File: src/rtl/mul_ctrl_if.sv
// Handshake and multiplier-array bundle for the mul_ctrl stage.
// slave: the control stage; master: requester, consumer and array.
interface mul_ctrl_if #(
  parameter int WIDTH = 32
);
  logic               in_valid;
  logic               in_ready;
  logic [1:0]         op;
  logic [WIDTH-1:0]   src1;
  logic [WIDTH-1:0]   src2;
  logic [WIDTH-1:0]   mul_a;
  logic [WIDTH-1:0]   mul_b;
  logic [2*WIDTH-1:0] mul_p;
  logic               out_valid;
  logic               out_ready;
  logic [WIDTH-1:0]   result;

  modport slave (
    input  in_valid, op, src1, src2,
    input  mul_p, out_ready,
    output in_ready, mul_a, mul_b,
    output out_valid, result
  );

  modport master (
    output in_valid, op, src1, src2,
    output mul_p, out_ready,
    input  in_ready, mul_a, mul_b,
    input  out_valid, result
  );
endinterface

File: src/rtl/mul_ctrl.sv
// Two-stage M-extension multiply control around an external
// unsigned array: sign strip in S1, sign restore/select in S2.
module mul_ctrl #(
  parameter int WIDTH = 32
) (
  input  logic      i_clk,
  input  logic      i_rst,
  input  logic      i_flush,
  mul_ctrl_if.slave bus
);
  localparam logic [WIDTH-1:0] A_ONE =
    {{(WIDTH-1){1'b0}}, 1'b1};
  localparam logic [2*WIDTH-1:0] P_ONE =
    {{(2*WIDTH-1){1'b0}}, 1'b1};

  logic             r_s1_valid;
  logic             r_s2_valid;
  logic [WIDTH-1:0] r_a_mag;
  logic [WIDTH-1:0] r_b_mag;
  logic             r_neg;
  logic             r_hi_sel;
  logic [WIDTH-1:0] r_result;

  logic               w_adv1;
  logic               w_adv2;
  logic               w_acc;
  logic               w_a_neg;
  logic               w_b_neg;
  logic [WIDTH-1:0]   w_a_mag;
  logic [WIDTH-1:0]   w_b_mag;
  logic [2*WIDTH-1:0] w_p_fix;
  logic [WIDTH-1:0]   w_res;

  assign w_adv2 = !r_s2_valid || bus.out_ready;
  assign w_adv1 = !r_s1_valid || w_adv2;
  assign w_acc  = bus.in_valid && w_adv1;

  // MULH and MULHSU treat rs1 as signed; only MULH treats rs2 so
  assign w_a_neg = (bus.op == 2'd1 || bus.op == 2'd2)
                   && bus.src1[WIDTH-1];
  assign w_b_neg = (bus.op == 2'd1) && bus.src2[WIDTH-1];

  assign w_a_mag = w_a_neg ? (~bus.src1 + A_ONE) : bus.src1;
  assign w_b_mag = w_b_neg ? (~bus.src2 + A_ONE) : bus.src2;

  assign w_p_fix = r_neg ? (~bus.mul_p + P_ONE) : bus.mul_p;
  assign w_res   = r_hi_sel ? w_p_fix[2*WIDTH-1:WIDTH]
                            : w_p_fix[WIDTH-1:0];

  always_ff @(posedge i_clk) begin
    if (i_rst) begin
      r_s1_valid <= 1'b0;
      r_a_mag    <= '0;
      r_b_mag    <= '0;
      r_neg      <= 1'b0;
      r_hi_sel   <= 1'b0;
    end else if (i_flush) begin
      r_s1_valid <= 1'b0;
    end else if (w_acc) begin
      r_s1_valid <= 1'b1;
      r_a_mag    <= w_a_mag;
      r_b_mag    <= w_b_mag;
      r_neg      <= w_a_neg ^ w_b_neg;
      r_hi_sel   <= (bus.op != 2'd0);
    end else if (w_adv2) begin
      r_s1_valid <= 1'b0;
    end
  end

  always_ff @(posedge i_clk) begin
    if (i_rst) begin
      r_s2_valid <= 1'b0;
      r_result   <= '0;
    end else if (i_flush) begin
      r_s2_valid <= 1'b0;
    end else if (r_s1_valid && w_adv2) begin
      r_s2_valid <= 1'b1;
      r_result   <= w_res;
    end else if (bus.out_ready) begin
      r_s2_valid <= 1'b0;
    end
  end

  assign bus.in_ready  = w_adv1;
  assign bus.mul_a     = r_a_mag;
  assign bus.mul_b     = r_b_mag;
  assign bus.out_valid = r_s2_valid;
  assign bus.result    = r_result;
endmodule
File: src/flat_wrapper.sv
// flat-port wrapper written by rule: the top's interface ports become plain ports
module mul_ctrl_flat 
#(
  parameter int WIDTH = 32
)
  (i_clk, i_rst, i_flush, bus_in_valid, bus_op, bus_src1, bus_src2, bus_mul_p, bus_out_ready, bus_in_ready, bus_mul_a, bus_mul_b, bus_out_valid, bus_result);
  mul_ctrl_if #(.WIDTH(WIDTH)) bus_i ();
  input  logic i_clk;
  input  logic i_rst;
  input  logic i_flush;
  input wire logic [$bits(bus_i.in_valid)-1:0] bus_in_valid;
  input wire logic [$bits(bus_i.op)-1:0] bus_op;
  input wire logic [$bits(bus_i.src1)-1:0] bus_src1;
  input wire logic [$bits(bus_i.src2)-1:0] bus_src2;
  input wire logic [$bits(bus_i.mul_p)-1:0] bus_mul_p;
  input wire logic [$bits(bus_i.out_ready)-1:0] bus_out_ready;
  output wire logic [$bits(bus_i.in_ready)-1:0] bus_in_ready;
  output wire logic [$bits(bus_i.mul_a)-1:0] bus_mul_a;
  output wire logic [$bits(bus_i.mul_b)-1:0] bus_mul_b;
  output wire logic [$bits(bus_i.out_valid)-1:0] bus_out_valid;
  output wire logic [$bits(bus_i.result)-1:0] bus_result;
  assign bus_i.in_valid = bus_in_valid;
  assign bus_i.op = bus_op;
  assign bus_i.src1 = bus_src1;
  assign bus_i.src2 = bus_src2;
  assign bus_i.mul_p = bus_mul_p;
  assign bus_i.out_ready = bus_out_ready;
  assign bus_in_ready = bus_i.in_ready;
  assign bus_mul_a = bus_i.mul_a;
  assign bus_mul_b = bus_i.mul_b;
  assign bus_out_valid = bus_i.out_valid;
  assign bus_result = bus_i.result;
  mul_ctrl #(.WIDTH(WIDTH)) u_core (.i_clk(i_clk), .i_rst(i_rst), .i_flush(i_flush), .bus(bus_i));
endmodule
File: config.mk
export PLATFORM = sky130hd
export DESIGN_NAME = mul_ctrl_flat
export DESIGN_NICKNAME = d
export VERILOG_FILES = /design/src/rtl/mul_ctrl_if.sv /design/src/rtl/mul_ctrl.sv /design/src/flat_wrapper.sv
export SDC_FILE = /design/constraint.sdc
export NUM_CORES = 1
export LEC_CHECK = 0
export ABC_AREA = 1
export CAP_MARGIN = 25
export CORE_ASPECT_RATIO = 1.25
export CORE_MARGIN = 8
export CORE_UTILIZATION = 49
export DETAILED_ROUTE_END_ITERATION = 6
export PLACE_DENSITY = 0.83
export SYNTH_ARGS = -nofsm -noshare
export SYNTH_HDL_FRONTEND = slang
export SYNTH_SLANG_ARGS = --single-unit
export TNS_END_PERCENT = 50
File: constraint.sdc
create_clock -name i_clk -period 1.9 [get_ports i_clk]
set_clock_uncertainty 0.1 [all_clocks]
set_input_delay 0.38 -clock i_clk [delete_from_list [all_inputs] [get_ports i_clk]]
set_output_delay 0.38 -clock i_clk [all_outputs]
set_load 0.02 [all_outputs]
**Word level (Yosys, flattened, before mapping)**

Index checks and enable logic that the tools add are counted.

- Register bits: 100
- Input bits: 135
- Output and inout port bits: 98
- Logic and storage cells: 40

- Add/sub/neg operators: 3
- Eq/ne operators: 2
- Muxes and demuxes: 8
- Bitwise gates (word level): 5
- Reductions and logical operators: 15

Operators by type and width:

| cell | number |
|---|---|
| $mux W32 | 3 |
| $add A32 B1 Y32 const B | 2 |
| $add A64 B1 Y64 const B | 1 |
| $mux W64 | 1 |
| $not A32 Y32 | 2 |
| $not A64 Y64 | 1 |
| $reduce_bool A2 Y1 | 3 |
| $logic_and A1 B1 Y1 | 4 |
| $mux W1 | 4 |
| $reduce_and A2 Y1 | 2 |
| $logic_or A1 B1 Y1 | 3 |
| $eq A2 B1 Y1 const B | 1 |
| $eq A2 B2 Y1 const B | 1 |
| $logic_not A1 Y1 | 2 |
| $reduce_or A2 Y1 | 1 |
| $not A1 Y1 | 1 |
| $xor A1 B1 Y1 | 1 |

**Longest topological paths before layout**

- Depth after elaboration: 5
- Depth in mapped cells: 13
- Mapped depth without buffers: 13

**Least setup slack after synthesis**

No wires, ideal clock.

- Kind: register to register
- Start: reg u_core.r_s2_valid, in the netlist u_core.bus.out_valid
- End: reg u_core.r_a_mag[12], in the netlist u_core.bus.mul_a[12]
- Setup time: 0.117 ns
- Arrival: 1.596 ns
- Required time: 1.683 ns
- Slack: 0.087 ns
- Cell stages (with the launch flop): 10
- Buffers on the path: 2
- Period minus slack after synthesis: 1.813 ns
- Cell sequence: dfxtp_1 -> inv_1 -> nor2_2 -> nand2_1 -> nand2_2 -> inv_2 -> buf_2 -> buf_2 -> o221ai_1 -> inv_1

- Longest elaborated chain between the ends: 5

RTL lines:

| item | line | text |
|---|---|---|
| start: declaration | mul_ctrl.sv:17 | `logic r_s2_valid;` |
| start signal: assignment | mul_ctrl.sv:72 | `r_s2_valid <= 1'b0;` |
| start signal: assignment | mul_ctrl.sv:75 | `r_s2_valid <= 1'b0;` |
| start signal: assignment | mul_ctrl.sv:77 | `r_s2_valid <= 1'b1;` |
| $logic_not A1 Y1 | mul_ctrl.sv:34 | `assign w_adv2 = !r_s2_valid \|\| bus.out_ready;` |
| $logic_or A1 B1 Y1 | mul_ctrl.sv:34 |  |
| $logic_or A1 B1 Y1 | mul_ctrl.sv:35 | `assign w_adv1 = !r_s1_valid \|\| w_adv2;` |
| net bus_in_ready | flat_wrapper.sv:17 | `output wire logic [$bits(bus_i.in_ready)-1:0] bus_in_ready;` |
| $logic_and A1 B1 Y1 | mul_ctrl.sv:36 | `assign w_acc = bus.in_valid && w_adv1;` |
| $reduce_and A2 Y1 (no source line) | n/a |  |
| end signal: assignment | mul_ctrl.sv:61 | `r_a_mag <= w_a_mag;` |
| end: declaration | mul_ctrl.sv:18 | `logic [WIDTH-1:0] r_a_mag;` |

The timed path passes the listed nets, and every way through them passes these cells.
A chain may end at the register's enable or synchronous reset.

**Final worst setup path**

- Start: in bus_mul_p[34]
- End: reg u_core.r_result[16], in the netlist u_core.bus.result[16]

- Longest elaborated chain between the ends: 4

RTL lines:

| item | line | text |
|---|---|---|
| start: declaration | flat_wrapper.sv:15 | `input wire logic [$bits(bus_i.mul_p)-1:0] bus_mul_p;` |
| $not A64 Y64 | mul_ctrl.sv:46 | `assign w_p_fix = r_neg ? (~bus.mul_p + P_ONE) : bus.mul_p;` |
| $add A64 B1 Y64 | mul_ctrl.sv:46 |  |
| $mux W64 | mul_ctrl.sv:46 |  |
| $mux W32 | mul_ctrl.sv:47 | `assign w_res = r_hi_sel ? w_p_fix[2*WIDTH-1:WIDTH]` |
| end signal: assignment | mul_ctrl.sv:78 | `r_result <= w_res;` |
| end: declaration | mul_ctrl.sv:22 | `logic [WIDTH-1:0] r_result;` |

No other way between the ends.

==> metrics list <==
- Status: finished with violations
* Failing checks: negative setup slack
* Number of vias after detailed routing: 11533
- The total overflow left after global routing is 0.
* Post-detailed-route DRC marker count: 0
- Iteration-0 DRC count of the detailed router: ~1100
- CP Class: in -> reg
* Worst IR drop on VDD: 441 uV
- Number of routed nets with antenna violations: 0
* Final Hold Violating Endpoints: 0
- The multi-input combinational cells in the finished layout cover a total of 0.00568 mm^2.
* TritonCTS clock tree: yes
* Count of max-cap constraint violations: 0
- Proportion of register bits with asynchronous set or reset after synthesis: 0%
- Post-synthesis instance total: 1359
- Worst skew pair latency: about 370 ps
* Pin count of the biggest net entering global routing: 71
- Arrival time at the worst endpoint: about 2200 ps
- Category of the worst setup path launch point: primary input
- The most used flip-flop cell after synthesis is sky130_fd_sc_hd__dfxtp_1.
* Total power: 0.00687 W
* Worst Setup End Kind: register
- For the final routed database, the setup TNS stands at -82.2 ps.
- Once placement completed, the tool counted placed cells totaling slightly above 2000.
* Area Growth Syn to Fin: 72.3%
- Counting flops with a built-in enable in the synthesized netlist gives 0.
- Peak clock frequency supported by timing: between 500 and 600 MHz
- Among the stages of the critical path, the cell type that occurs most often is sky130_fd_sc_hd__nand2_1.
- Final setup violation count: 4
- Synthesis produced a netlist with a net count of 1499.
* Final cell utilization of the core: 86.3%
- Share of the clock period used by the worst path: 103%
- The core region is 0.0156 mm^2.
- Detailed placer's ending HPWL: about 28000 um
- Maximum net fanout on the critical path: 3
- Kind of cell with the highest combined delay on the critical path: buffers and inverters
* Worst R2R Setup Slack: 190 ps
- In this run the deepest clock path goes through 2 buffers.
- Buffers and inverters on the worst path: 3
- In this run the vertical extent of the chip is about 160 um.
- After synthesis the netlist holds a flip-flop and latch count of 100.
* Starting density of the core: 50.1%
* Final WL: about 39000 um
* Power Dens Cells: 509 mW/mm^2
- Using the TritonRoute via totals, the vias-per-cell ratio works out to between 5 and 6.
- Vias in the first global route: about 11000
* Overall die area: 0.0203 mm^2
- The count of cells in the finished layout, fillers not included, comes to 2046.
- The count of buffers added on input and output ports is 232.
* Final GP Congestion: 1.02
* Number of cell rows: 51
- Wire length per cell: 18.9 um
* Max stage delay on crit path: 440 ps
- At the pin with the least slew margin, the transition time is between 400 and 500 ps.
* Part of the Yosys area used for sequential elements: about a quarter
- Ports placed on the boundary: 233
- Detailed Routing Iterations Pass 1: 5
- Walking the worst path, the cells encountered are clkdlybuf4s50_1 -> buf_4 -> nor2_2 -> nand2_1 -> inv_1 -> nand2_1 -> o21ai_1 -> nand3_1 -> nand2_1 -> nand3_1 -> a21oi_1.
* Worst-case setup slack after placement: -578 ps
- Clock-pin slew was measured on the worst setup and hold paths at about 80 ps.
- The post-route netlist has 27.8% of its cells at a drive strength greater than 1.
- From left edge to right edge, the die measures around 130 um.
- The number of pins exceeding their max-slew limit in the final report is 0.
* Initial antenna violation count: 3
* Worst slew margin: about 73%
* Clock period minus worst slack: between 1500 and 2000 ps
- The min-delay analysis places its worst path in the category in -> reg.
- Area occupied by registers: about 0.0020 mm^2
- CTS Root Cell: sky130_fd_sc_hd__clkbuf_16
- Summing every instance area after synthesis gives 0.00783 mm^2.
- The synthesized netlist contains 39 unique library cells.
* Overall fraction of global-route tracks in use: around 36%
- Synthesized area divided by synthesized cell count: between 5 and 6 um^2
* Number of sinks driven by the clock tree: 100
- The layout has 944 filler cells.
- Critical-path top delay cell: sky130_fd_sc_hd__clkdlybuf4s50_1
- Count of warnings emitted by yosys: 0
* Global-route wire length before repair: 56700 um
- Counting the buffers created by CTS gives 9.
* Clock H-tree levels: 3
* Leakage power figure: 6.45 nW
- RSZ-0062 raised after global routing: true
* Data required time at the worst endpoint: 2100 ps
- Across all setup checks in the final design, the least slack found is -49.6 ps.
- The final layout contains between 1500 and 2000 nets.
layer usage:
layer / track usage, % / part of all wire [%] / routed length [um]
met5: 0 / 0.052 / 20
met4: 24.6 / 7.8 / 3030
met3: 8.23 / 8.8 / 3420
met2: 64.7 / 50 / 19300
met1: 34.8 / 33 / 12900
stage by stage:
step | hold slack (ps) | area [um^2]
6_report | 293 | 13500
2_1_floorplan | 363 | 7830
3_5_place_dp | 375 | 12200
4_1_cts | 365 | 12800
5_1_grt | 323 | 13500
3_3_place_gp | 357 | 12200
sequential cells by signal, indices dropped and copies added (netlist names):
signal                cells
u_core.r_neg              1
u_core.bus.result        32
u_core.r_s1_valid         1
u_core.bus.out_valid      1
u_core.bus.mul_b         32
u_core.bus.mul_a         32
u_core.r_hi_sel           1
worst register-to-register path, stage by stage (launching register included):
cell,delay [ps]
sky130_fd_sc_hd__dfxtp_1,360
sky130_fd_sc_hd__inv_1,80
sky130_fd_sc_hd__nor3_4,270
sky130_fd_sc_hd__buf_4,380
sky130_fd_sc_hd__o21ai_0,250
sky130_fd_sc_hd__inv_1,100
sky130_fd_sc_hd__a21oi_1,60
worst paths after layout:
path | from | cells after the start | end
worst max-delay path | bus_mul_p[34] | 11 | u_core.bus.result[16]$_SDFFE_PP0P_
worst min-delay path | bus_src2[4] | 3 | u_core.bus.mul_b[4]$_SDFFE_PP0P_
worst max register to register | u_core.r_s1_valid$_SDFFE_PP0P_ | 6 | u_core.bus.result[5]$_SDFFE_PP0P_
worst min register to register | u_core.bus.mul_a[31]$_SDFFE_PP0P_ | 2 | u_core.bus.mul_a[31]$_SDFFE_PP0P_
area by class of cell:
type                    instances  area share, %
clock inverters                 7          0.659
inverters                     157           4.42
repair buffers                511           34.3
well taps                     212           1.97
multi-input cells            1049           42.1
diodes                          1         0.0186
clock buffers                   9           1.67
flip-flops and latches        100           14.9
synthesized netlist by cell type (2+ instances only):
cell type | count | share of area, %
sky130_fd_sc_hd__nor3_2 | 4 | 0.51
sky130_fd_sc_hd__ha_1 | 5 | 0.80
sky130_fd_sc_hd__inv_1 | 155 | 7.4
sky130_fd_sc_hd__xnor2_1 | 9 | 1.0
sky130_fd_sc_hd__nand3b_1 | 10 | 0.96
sky130_fd_sc_hd__a21oi_2 | 2 | 0.22
sky130_fd_sc_hd__o21ai_0 | 117 | 7.5
sky130_fd_sc_hd__nand3_1 | 123 | 7.9
sky130_fd_sc_hd__dfxtp_1 | 100 | 26
sky130_fd_sc_hd__nand2_1 | 327 | 16
sky130_fd_sc_hd__xor2_1 | 22 | 2.5
sky130_fd_sc_hd__o21bai_1 | 3 | 0.29
sky130_fd_sc_hd__o221ai_1 | 7 | 0.78
sky130_fd_sc_hd__a31oi_1 | 11 | 0.88
sky130_fd_sc_hd__buf_4 | 5 | 0.48
sky130_fd_sc_hd__nand4_1 | 19 | 1.5
sky130_fd_sc_hd__a21oi_1 | 93 | 5.9
sky130_fd_sc_hd__and2_1 | 3 | 0.24
sky130_fd_sc_hd__nand2_2 | 12 | 0.96
sky130_fd_sc_hd__o21ai_1 | 6 | 0.38
sky130_fd_sc_hd__clkbuf_1 | 24 | 1.2
sky130_fd_sc_hd__buf_2 | 22 | 1.4
sky130_fd_sc_hd__nor3_1 | 16 | 1.0
sky130_fd_sc_hd__o211ai_1 | 9 | 0.86
sky130_fd_sc_hd__nor2_1 | 223 | 11
sky130_fd_sc_hd__o21ai_4 | 2 | 0.42
sky130_fd_sc_hd__nor2_4 | 4 | 0.58
sky130_fd_sc_hd__or2_2 | 6 | 0.48
sky130_fd_sc_hd__nor2_2 | 10 | 0.80
cell usage in the layout (no fill, tap or decap), types with 4 or more instances in the layout:
cell type / synthesis / routed
sky130_fd_sc_hd__nand2_4: 1 / 8
sky130_fd_sc_hd__a21oi_1: 93 / 80
sky130_fd_sc_hd__a31oi_1: 11 / 10
sky130_fd_sc_hd__nor2_2: 10 / 55
sky130_fd_sc_hd__nand3_2: 0 / 17
sky130_fd_sc_hd__nor3_1: 16 / 12
sky130_fd_sc_hd__o21ai_1: 6 / 17
sky130_fd_sc_hd__o21ai_2: 1 / 6
sky130_fd_sc_hd__nor2_1: 223 / 152
sky130_fd_sc_hd__dfxtp_1: 100 / 99
sky130_fd_sc_hd__o21ai_0: 117 / 100
sky130_fd_sc_hd__dlymetal6s2s_1: 0 / 40
sky130_fd_sc_hd__buf_12: 0 / 8
sky130_fd_sc_hd__dlygate4sd2_1: 0 / 22
sky130_fd_sc_hd__nor3_2: 4 / 5
sky130_fd_sc_hd__o211ai_1: 9 / 9
sky130_fd_sc_hd__nand3_1: 123 / 105
sky130_fd_sc_hd__a21oi_2: 2 / 15
sky130_fd_sc_hd__or2_2: 6 / 4
sky130_fd_sc_hd__o221ai_1: 7 / 4
sky130_fd_sc_hd__xnor2_1: 9 / 9
sky130_fd_sc_hd__nor2_4: 4 / 30
sky130_fd_sc_hd__inv_2: 1 / 11
sky130_fd_sc_hd__buf_4: 5 / 264
sky130_fd_sc_hd__nand3b_1: 10 / 10
sky130_fd_sc_hd__clkbuf_16: 0 / 10
sky130_fd_sc_hd__nand2_1: 327 / 293
sky130_fd_sc_hd__nand4_1: 19 / 19
sky130_fd_sc_hd__buf_6: 0 / 6
sky130_fd_sc_hd__clkdlybuf4s50_1: 0 / 169
sky130_fd_sc_hd__inv_1: 155 / 142
sky130_fd_sc_hd__xor2_1: 22 / 21
sky130_fd_sc_hd__nand2_2: 12 / 39
what timing repair did:
item | in CTS | in global routing
resized for setup | 102 | 194
setup buffers | 6 | 10
setup endpoints to repair | 60 | 81
gates cloned | 0 | 1
pin swaps | 25 | 44
hold buffers | 0 | 0
kinds of logic (layout without fill, tap and decap cells):
group	after synthesis	count (layout)	share of synthesized area [%]
buffers and inverters	210	684	10.8
AOI/OAI and AO/OA	253	253	17.6
DFF	100	100	25.6
xor gates and xnor gates	31	31	3.47
other	0	1	0
and+or+nand+nor	760	760	41.8
adders and majority gates	5	5	0.799
report_power, final:
part / internal [W] / switching [W]
Clock: 0.00106 / 0.00101
Sequential: 0.00222 / 0.0000787
Combinational: 0.00114 / 0.00136
(Power assumes the default switching activity.)
